===== config.mk =====
export PLATFORM = sky130hd
export DESIGN_NAME = llc_input_arbiter
export DESIGN_NICKNAME = d
export VERILOG_FILES = /design/src/rtl/llc_input_arbiter_pkg.sv /design/src/rtl/llc_arb_starve_ctr.sv /design/src/rtl/llc_input_arbiter.sv
export SDC_FILE = /design/constraint.sdc
export NUM_CORES = 1
export LEC_CHECK = 0
export BUFFER_PORTS_ARGS = -buffer_cell sky130_fd_sc_hd__buf_2
export CAP_MARGIN = 20
export CORE_AREA = 2 2 39 41
export DETAILED_ROUTE_END_ITERATION = 8
export DIE_AREA = 0 0 41 43
export MAX_ROUTING_LAYER = met4
export PLACE_DENSITY_LB_ADDON = 0.12
export SYNTH_ARGS = -nofsm -noshare
export SYNTH_HDL_FRONTEND = slang
export SYNTH_SLANG_ARGS = --single-unit
export TNS_END_PERCENT = 30

===== constraint.sdc =====
create_clock -name clk -period 1.04 [get_ports clk]
set_clock_uncertainty 0.05 [all_clocks]
set_input_delay 0.052 -clock clk [delete_from_list [all_inputs] [get_ports clk]]
set_output_delay 0.052 -clock clk [all_outputs]
set_load 0.1 [all_outputs]

===== src/rtl/llc_input_arbiter_pkg.sv =====
// Shared types and constants for the LLC input arbiter.
// Source encoding matches the decode stage's view of the input channels.
package llc_input_arbiter_pkg;

  // Default number of consecutive req_in grants tolerated while DMA waits
  localparam int LLC_ARB_STARVE_LIMIT = 8;

  typedef enum logic [1:0] {
    SRC_RST = 2'd0,
    SRC_RSP = 2'd1,
    SRC_REQ = 2'd2,
    SRC_DMA = 2'd3
  } llc_arb_src_t;

  typedef enum logic {
    ST_IDLE = 1'b0,
    ST_BUSY = 1'b1
  } llc_arb_state_t;

endpackage


===== src/rtl/llc_arb_starve_ctr.sv =====
// Saturating counter of consecutive req_in grants made while DMA was waiting.
// at_limit flags that DMA must be promoted ahead of req_in.
module llc_arb_starve_ctr #(
  parameter int LIMIT = 8
) (
  input  logic clk,
  input  logic rst,
  input  logic inc,
  input  logic clr,
  output logic at_limit
);

  localparam int W = $clog2(LIMIT + 1);

  logic [W-1:0] cnt_q;

  // Clear wins over increment; count holds once it reaches the limit
  always_ff @(posedge clk) begin
    if (rst || clr) begin
      cnt_q <= '0;
    end else if (inc && (cnt_q != W'(LIMIT))) begin
      cnt_q <= cnt_q + 1'b1;
    end
  end

  assign at_limit = (cnt_q == W'(LIMIT));

endmodule


===== src/rtl/llc_input_arbiter.sv =====
// LLC input arbiter: grants one of rst_tb / rsp_in / req_in / dma_req_in per
// pipeline operation and holds the grant until op_done.
// Optional DMA anti-starvation promotion is built when LLC_ARB_STARVE_EN is defined.
module llc_input_arbiter
  import llc_input_arbiter_pkg::*;
#(
  parameter int STARVE_LIMIT = LLC_ARB_STARVE_LIMIT
) (
  input  logic       clk,
  input  logic       rst,
  input  logic       llc_rst_tb_valid,
  output logic       llc_rst_tb_ready,
  input  logic       llc_rsp_in_valid,
  output logic       llc_rsp_in_ready,
  input  logic       llc_req_in_valid,
  output logic       llc_req_in_ready,
  input  logic       llc_dma_req_in_valid,
  output logic       llc_dma_req_in_ready,
  input  logic       set_conflict,
  input  logic       evict_stall,
  input  logic       mshr_full,
  input  logic       decode_ready,
  input  logic       op_done,
  output logic       grant_valid,
  output logic [1:0] grant_src,
  output logic       starve_active
);

  if ((STARVE_LIMIT < 1) || (STARVE_LIMIT > 255)) begin : g_bad_limit
    $error("STARVE_LIMIT must be in 1..255");
  end

  llc_arb_state_t state_q, state_d;
  llc_arb_src_t   grant_src_q, grant_src_d;
  llc_arb_src_t   win_src;
  logic           has_win;
  logic           req_ok;
  logic           grant_fire;
  logic           promote_dma;

`ifdef LLC_ARB_STARVE_EN
  logic starve_inc;
  logic starve_clr;

  assign starve_inc = grant_fire && (win_src == SRC_REQ) && llc_dma_req_in_valid;
  assign starve_clr = (grant_fire && (win_src == SRC_DMA)) ||
                      ((state_q == ST_IDLE) && !llc_dma_req_in_valid);

  llc_arb_starve_ctr #(
    .LIMIT(STARVE_LIMIT)
  ) u_starve_ctr (
    .clk     (clk),
    .rst     (rst),
    .inc     (starve_inc),
    .clr     (starve_clr),
    .at_limit(promote_dma)
  );
`else
  assign promote_dma = 1'b0;
`endif

  assign starve_active = promote_dma;

  // Fixed-priority pick among eligible sources, DMA promoted above req when starved
  always_comb begin
    has_win = 1'b1;
    win_src = SRC_RST;
    req_ok  = llc_req_in_valid && !set_conflict && !evict_stall && !mshr_full;
    if (llc_rst_tb_valid) begin
      win_src = SRC_RST;
    end else if (llc_rsp_in_valid) begin
      win_src = SRC_RSP;
    end else if (promote_dma && llc_dma_req_in_valid) begin
      win_src = SRC_DMA;
    end else if (req_ok) begin
      win_src = SRC_REQ;
    end else if (llc_dma_req_in_valid) begin
      win_src = SRC_DMA;
    end else begin
      has_win = 1'b0;
    end
  end

  assign grant_fire = (state_q == ST_IDLE) && decode_ready && has_win && !rst;

  // Next-state and held-grant logic for the IDLE/BUSY handshake
  always_comb begin
    state_d     = state_q;
    grant_src_d = grant_src_q;
    case (state_q)
      ST_IDLE: begin
        if (grant_fire) begin
          state_d     = ST_BUSY;
          grant_src_d = win_src;
        end
      end
      ST_BUSY: begin
        if (op_done) begin
          state_d = ST_IDLE;
        end
      end
      default: state_d = ST_IDLE;
    endcase
  end

  // State and granted-source registers
  always_ff @(posedge clk) begin
    if (rst) begin
      state_q     <= ST_IDLE;
      grant_src_q <= SRC_RST;
    end else begin
      state_q     <= state_d;
      grant_src_q <= grant_src_d;
    end
  end

  assign llc_rst_tb_ready     = grant_fire && (win_src == SRC_RST);
  assign llc_rsp_in_ready     = grant_fire && (win_src == SRC_RSP);
  assign llc_req_in_ready     = grant_fire && (win_src == SRC_REQ);
  assign llc_dma_req_in_ready = grant_fire && (win_src == SRC_DMA);
  assign grant_valid          = (state_q == ST_BUSY);
  assign grant_src            = grant_src_q;

endmodule


==> results of run 1 <==
[routing by layer]
metal / global-route usage [%] / vias to the layer above / share of wire (%)
met4: 2.00 / 0 / 0
li1: - / 141 / -
met5: - / - / 0
met1: 11.8 / 130 / 39
met3: 7.85 / 0 / 9.5
met2: 13.1 / 12 / 51
[critical path, delay by kind of cell, from the launching register on]
| family | cells | cell delay (ns) |
|---|---|---|
| buffers and inverters | 1 | 0.17 |
| flip-flops | 1 | 0.34 |
| AND/OR/NAND/NOR | 3 | 0.50 |
[logic make-up (layout without fill, tap and decap cells)]
family                 count (synthesis)  after routing  synth area share [%]
AOI/OAI and AO/OA                      4              4                  11.9
buffers and inverters                  1             25                  3.57
DFF                                    3              3                  28.6
muxes                                  1              1                  4.76
other                                  1              1                  1.78
and+or+nand+nor                       16             16                  49.4
[layout by cell type, fill, tap and decap left out]
cell type	n
clkbuf_1	1
dfxtp_4	1
dfxtp_1	2
or2_2	1
buf_12	7
buf_2	10
nor2b_4	2
mux2i_1	1
nor3b_4	1
conb_1	1
nand2b_1	1
clkbuf_4	3
and3_2	1
a211oi_1	1
nor2_1	2
or4b_4	1
and4_4	1
o21bai_1	1
nor3_1	2
o21ai_0	1
nand2_1	1
nor4b_1	1
nor4_1	1
buf_4	4
and2_1	1
a21oi_1	1
[per-stage QoR]
stage | setup TNS, ns | area [sq um] | std cells | hold WS, ns | setup slack, ns
detailed placement | -0.437 | 464 | 61 | 0.242 | -0.123
finish | -1.18 | 503 | 66 | 0.0306 | -0.309
CTS | -1.26 | 503 | 66 | 0.0236 | -0.326
floorplan | -2.48 | 239 | 26 | 0.0748 | -0.629
global route | -1.54 | 503 | 66 | 0.0273 | -0.375
global placement | -0.357 | 464 | 61 | 0.245 | -0.115
[report_power, final]
group	total, mW	switching, mW	internal (mW)	leakage (nW)
Combinational	0.233	0.140	0.0930	0.181
Sequential	0.131	0.00768	0.123	0.0253
Clock	0.202	0.0581	0.144	0.0150
Total	0.566	0.206	0.360	0.222
[final cells by class]
type | instances | area share, %
Clock buffer | 4 | 5.22
Multi-Input combinational cell | 22 | 34.3
Timing Repair Buffer | 21 | 43.8
Sequential cell | 3 | 12.7
Tap cell | 16 | 3.98
[registers in the layout, summed over array words and instances, names as in the netlist]
name	flops
grant_src	2
grant_valid	1
[how the worst min path moves through the flow]
stage | from | endpoint | slack, ns | cells after the start
after global placement | rst | grant_src[0] | 0.24 | 2
after detailed placement | rst | grant_src[0] | 0.24 | 2
after floorplan | rst | grant_src[0] | 0.07 | 1
after CTS | rst | grant_src[0] | 0.02 | 2
after global routing | rst | grant_src[0] | 0.03 | 2
final | rst | grant_src[0] | 0.03 | 2
[timing repair]
item,in CTS,in global routing
hold buffers,0,0
resized for setup,1,0
pin swaps,1,0
buffers inserted,1,0
endpoints found under the setup margin,4,6
==> results.sh, run 1 <==
export IMPL_ys_types=21
export IMPL_cts_inserted_buffers=3
export IMPL_synth_main_ff_cell="dfxtp_1"
export IMPL_syn_nets=37
export IMPL_synth_top_area_share_pct=28.6
export IMPL_grt_max_degree=6
export IMPL_rr_endpoint="grant_src[1]"
export IMPL_dpl_hpwl_microns=546
export IMPL_outcome="complete, but fails checks"
export IMPL_io_buffers=17
export IMPL_n_antenna_cell=0
export IMPL_utilization_pct=36.3
export IMPL_die_y_microns=43
export IMPL_core_area_sq_mm=0.00138
export IMPL_synth_largest_area_cell="dfxtp_1"
export IMPL_cp_end_kind="primary output"
export IMPL_ys_top_cells_by_count="dfxtp_1 (3), nor2_1 (2), nor2b_1 (2), nor3_1 (2)"
export IMPL_gp_congestion=0.746
export IMPL_final_antenna_net_count=0
export IMPL_setup_viol=5
export IMPL_arrival_ns=1.25
export IMPL_initial_core_util_pct=15.2
export IMPL_fp_row_count=14
export IMPL_path_cells="nor2b_4, nor2b_4, and4_4, buf_12"
export IMPL_multiInputGateArea_sq_um=173
export IMPL_total_power_mw=0.566
export IMPL_vias=283
export IMPL_irDropWorstVdd_mv=0.656
export IMPL_rrSetupSlack_ns=-0.02
export IMPL_insertion_delay_ns=0.23
export IMPL_p_leak_nw=0.222
export IMPL_syn_to_final_growth_pct=139
export IMPL_overflow=0
export IMPL_clock_path_buffers=2
export IMPL_reg2reg_depth=5
export IMPL_hold_violations=0
export IMPL_async_flop_share_pct=0
export IMPL_ys_seq_area_share_pct=28.6
export IMPL_worstPathRequired_ns=0.94
export IMPL_seqCellArea_sq_um=63.8
export IMPL_antenna_found_initial=0
export IMPL_die_w_microns=41
export IMPL_worstSetupStartpoint="grant_valid"
export IMPL_start_kind="flip-flop"
export IMPL_ys_seq_elements=3
export IMPL_min_period_ns=1.35
export IMPL_maxCapViolCount=0
export IMPL_grt_pass1_vias=275
export IMPL_avgViaCountPerCell=4.29
export IMPL_synth_edf_count=0
export IMPL_clkTransAtPathRegs_ns=0.04
export IMPL_crit_end="llc_dma_req_in_ready"
export IMPL_rsz0062_at_grt="true"
export IMPL_crit_path_max_incr_delay_ns=0.34
export IMPL_drc=0
export IMPL_fmax_ghz=0.741
export IMPL_detail_route_iter0_violations=1
export IMPL_cp_common_cell="nor2b_4"
export IMPL_fillCellCount=149
export IMPL_path_max_fanout=3
export IMPL_dieArea_sq_mm=0.00176
export IMPL_synth_warnings=0
export IMPL_tritoncts="done"
export IMPL_syn_inst=26
export IMPL_layout_drive_gt1_share_pct=64.0
export IMPL_wire_per_inst_microns=9.74
export IMPL_cp_slowest_cell="dfxtp_4"
export IMPL_timing_final_max_slew_violations=0
export IMPL_grt_pass1_wl_microns=1120
export IMPL_powerDensity_mw_per_mm2=1120
export IMPL_critPathKind="reg2out"
export IMPL_final_nets=62
export IMPL_cts_root_buf="clkbuf_4"
export IMPL_violations="negative setup slack"
export IMPL_htree_levels=1
export IMPL_yosys_cell_count_top_type="dfxtp_1"
export IMPL_avgSynthCellArea_sq_um=8.08
export IMPL_routed_wl_microns=643
export IMPL_cts_sinks=3
export IMPL_finalCritPeriodShare_pct=130
export IMPL_synth_area_top_cells="dfxtp_1 (29%), or4b_4 (6.5%), nor2b_1 (6.0%), mux2i_1 (4.8%), nor3_1 (4.8%)"
export IMPL_boundaryPins=19
export IMPL_first_pass_iters=3
export IMPL_r2r_start="grant_valid"
export IMPL_hold_class="in2reg"
export IMPL_fin_ws_ns=-0.309
export IMPL_syn_area_sq_um=210
export IMPL_grt_util_all_layers_pct=9.96
No activity file was read; power rests on OpenSTA's default activity.
==> inputs of run 2 (changes only) <==
Settings changed: ABC_AREA set to 1.
==> run 2 against run 1 <==
Against the previous run:
- the run still ends with negative setup slack left
- die area unchanged
- worst hold slack got worse by 0.019 ns
- first-iteration DRC count increased to 3.0 times the previous value
- utilization increased by 3.1 points
- maximum frequency decreased by 4.3%
- sequential cell count unchanged
- highest routed layer unchanged
==> results.sh, run 2 <==
export IMPL_outcome="complete, but fails checks"
export IMPL_violations="negative setup slack"
export IMPL_cts_root_buf="clkbuf_4"
export IMPL_cts_inserted_buffers=3
export IMPL_dpl_hpwl_microns=497
export IMPL_final_antenna_net_count=0
export IMPL_clkTransAtPathRegs_ns=0.04
export IMPL_insertion_delay_ns=0.23
export IMPL_async_flop_share_pct=0
export IMPL_avgSynthCellArea_sq_um=5.70
export IMPL_fmax_ghz=0.710
export IMPL_syn_inst=36
export IMPL_crit_path_max_incr_delay_ns=0.34
export IMPL_cts_sinks=3
export IMPL_drc=0
export IMPL_synth_warnings=0
export IMPL_ys_types=10
export IMPL_arrival_ns=1.31
export IMPL_tritoncts="done"
export IMPL_cp_end_kind="primary output"
export IMPL_synth_largest_area_cell="dfxtp_1"
export IMPL_grt_util_all_layers_pct=9.04
export IMPL_fin_area_sq_um=546
export IMPL_routed_wl_microns=635
export IMPL_detail_route_iter0_violations=3
export IMPL_overflow=0
export IMPL_vias=303
export IMPL_core_area_sq_mm=0.00138
export IMPL_die_w_microns=41
export IMPL_synth_edf_count=0
export IMPL_clock_path_buffers=2
export IMPL_ys_seq_area_share_pct=29.3
export IMPL_p_leak_nw=0.252
export IMPL_largest_reg_flops=2
export IMPL_cts_hold_buf=0
export IMPL_final_common_cell="buf_2"
export IMPL_antenna_found_initial=0
export IMPL_worstPathRequired_ns=0.94
export IMPL_maxCapViolCount=0
export IMPL_hold_violations=0
export IMPL_n_antenna_cell=0
export IMPL_syn_area_sq_um=205
export IMPL_avgViaCountPerCell=3.88
export IMPL_io_buffers=17
export IMPL_gp_congestion=0.661
export IMPL_fp_row_count=14
export IMPL_ys_seq_elements=3
export IMPL_final_nets=74
export IMPL_ys_top_cells_by_count="nand2_1 (9), nor2_1 (8), inv_1 (7), dfxtp_1 (3), nand3_1 (3)"
export IMPL_die_y_microns=43
export IMPL_path_max_fanout=3
export IMPL_fin_ws_ns=-0.369
export IMPL_syn_to_final_growth_pct=166
export IMPL_grt_pass1_wl_microns=1060
export IMPL_synth_area_top_cells="dfxtp_1 (29%), nand2_1 (16%), nor2_1 (15%), inv_1 (13%), nand3_1 (7.3%)"
export IMPL_dieArea_sq_mm=0.00176
export IMPL_multiInputGateArea_sq_um=174
export IMPL_layout_drive_gt1_share_pct=58.1
export IMPL_powerDensity_mw_per_mm2=999
export IMPL_cp_slowest_cell="dfxtp_4"
export IMPL_path_cells="nor3b_4, nand3_4, a31oi_4, buf_12"
export IMPL_grt_pass1_vias=284
export IMPL_rsz0062_at_grt="true"
export IMPL_irDropWorstVdd_mv=0.459
export IMPL_grt_max_degree=5
export IMPL_utilization_pct=39.4
export IMPL_layout_common_cells="buf_2 (10), nand2_1 (8), buf_12 (7)"
export IMPL_seqCellArea_sq_um=63.8
export IMPL_setup_viol=6
export IMPL_first_pass_iters=2
export IMPL_yosys_cell_count_top_type="nand2_1"
export IMPL_min_period_ns=1.41
export IMPL_syn_nets=47
export IMPL_start_kind="flip-flop"
export IMPL_boundaryPins=19
export IMPL_synth_top_area_share_pct=29.3
export IMPL_htree_levels=1
export IMPL_hold_class="in2reg"
export IMPL_finalCritPeriodShare_pct=136
export IMPL_wire_per_inst_microns=8.14
export IMPL_timing_final_max_slew_violations=0
export IMPL_synth_main_ff_cell="dfxtp_1"
export IMPL_fillCellCount=153
export IMPL_critPathKind="reg2out"
export IMPL_initial_core_util_pct=14.8
export IMPL_place_area_sq_um=498
==> run 2: cell types whose count changed after synthesis, sizes merged, moves of 2 or more <==
| cell | before | now |
|---|---|---|
| nand3 | 0 | 3 |
| nor2b | 2 | 0 |
| nor2 | 2 | 8 |
| nand2 | 1 | 9 |
| inv | 0 | 7 |
| nor3 | 2 | 0 |
==> run 2: repair_timing <==
action,CTS,global route
buffers inserted,0,1
pin swaps,1,0
endpoints found under the setup margin,5,7
gates resized for setup,1,3
==> run 2: worst paths after layout <==
kind	startpoint	endpoint	slack, ns	depth (start not counted)
min reg2reg	grant_src[1]	grant_src[1]	0.46	2
min	op_done	grant_valid	0.01	4
max	grant_valid	llc_req_in_ready	-0.37	4
max reg2reg	grant_valid	grant_src[0]	-0.06	5
==> run 2: layout make-up <==
cell class / count / share of cell area, %
inverter: 7 / 4.82
tap: 16 / 3.67
sequential: 3 / 11.7
multi-input combinational: 25 / 31.9
clock buffer: 4 / 4.82
timing repair buffer: 23 / 43.1
==> run 2: stage by stage <==
stage | TNS, ns | setup WS (ns) | total power, mW | hold slack, ns | instances
after floorplan | -2.11 | -0.510 | 0.257 | 0.0614 | 36
after global placement | -0.390 | -0.150 | 0.336 | 0.245 | 73
after detailed placement | -0.417 | -0.165 | 0.336 | 0.251 | 73
after CTS | -1.58 | -0.412 | 0.553 | 0.00190 | 77
after global routing | -1.93 | -0.442 | 0.579 | 0.0414 | 78
final | -1.46 | -0.369 | 0.545 | 0.0114 | 78
==> run 2: layer usage <==
metal	routed length (microns)	track usage, %	vias up	part of all wire, %
met4	0	8.00	0	0
met1	264	10.9	131	42
met2	329	12.2	12	52
met3	41	1.57	0	6.5
met5	0	-	-	0
li1	-	-	160	-
==> run 2: critical path, delay by kind of cell, from the launching register on <==
kind | cells | cell delay [ns]
AO/OA/AOI/OAI | 1 | 0.18
flip-flops | 1 | 0.34
buffers and inverters | 1 | 0.19
AND/OR/NAND/NOR | 2 | 0.36
==> run 2: kinds of logic after synthesis <==
| logic type | Yosys count | share of synthesized area, % |
|---|---|---|
| compound gates | 3 | 7.93 |
| other cells | 1 | 1.83 |
| buf+inv | 8 | 16.5 |
| flops | 3 | 29.3 |
| simple gates | 21 | 44.5 |
==> run 2: where the power goes <==
part | leakage (nW) | internal, mW | total (mW) | switching, mW
Sequential | 0.0252 | 0.121 | 0.126 | 0.00576
Clock | 0.0150 | 0.144 | 0.203 | 0.0588
Combinational | 0.212 | 0.0788 | 0.216 | 0.137
Total | 0.252 | 0.343 | 0.545 | 0.202
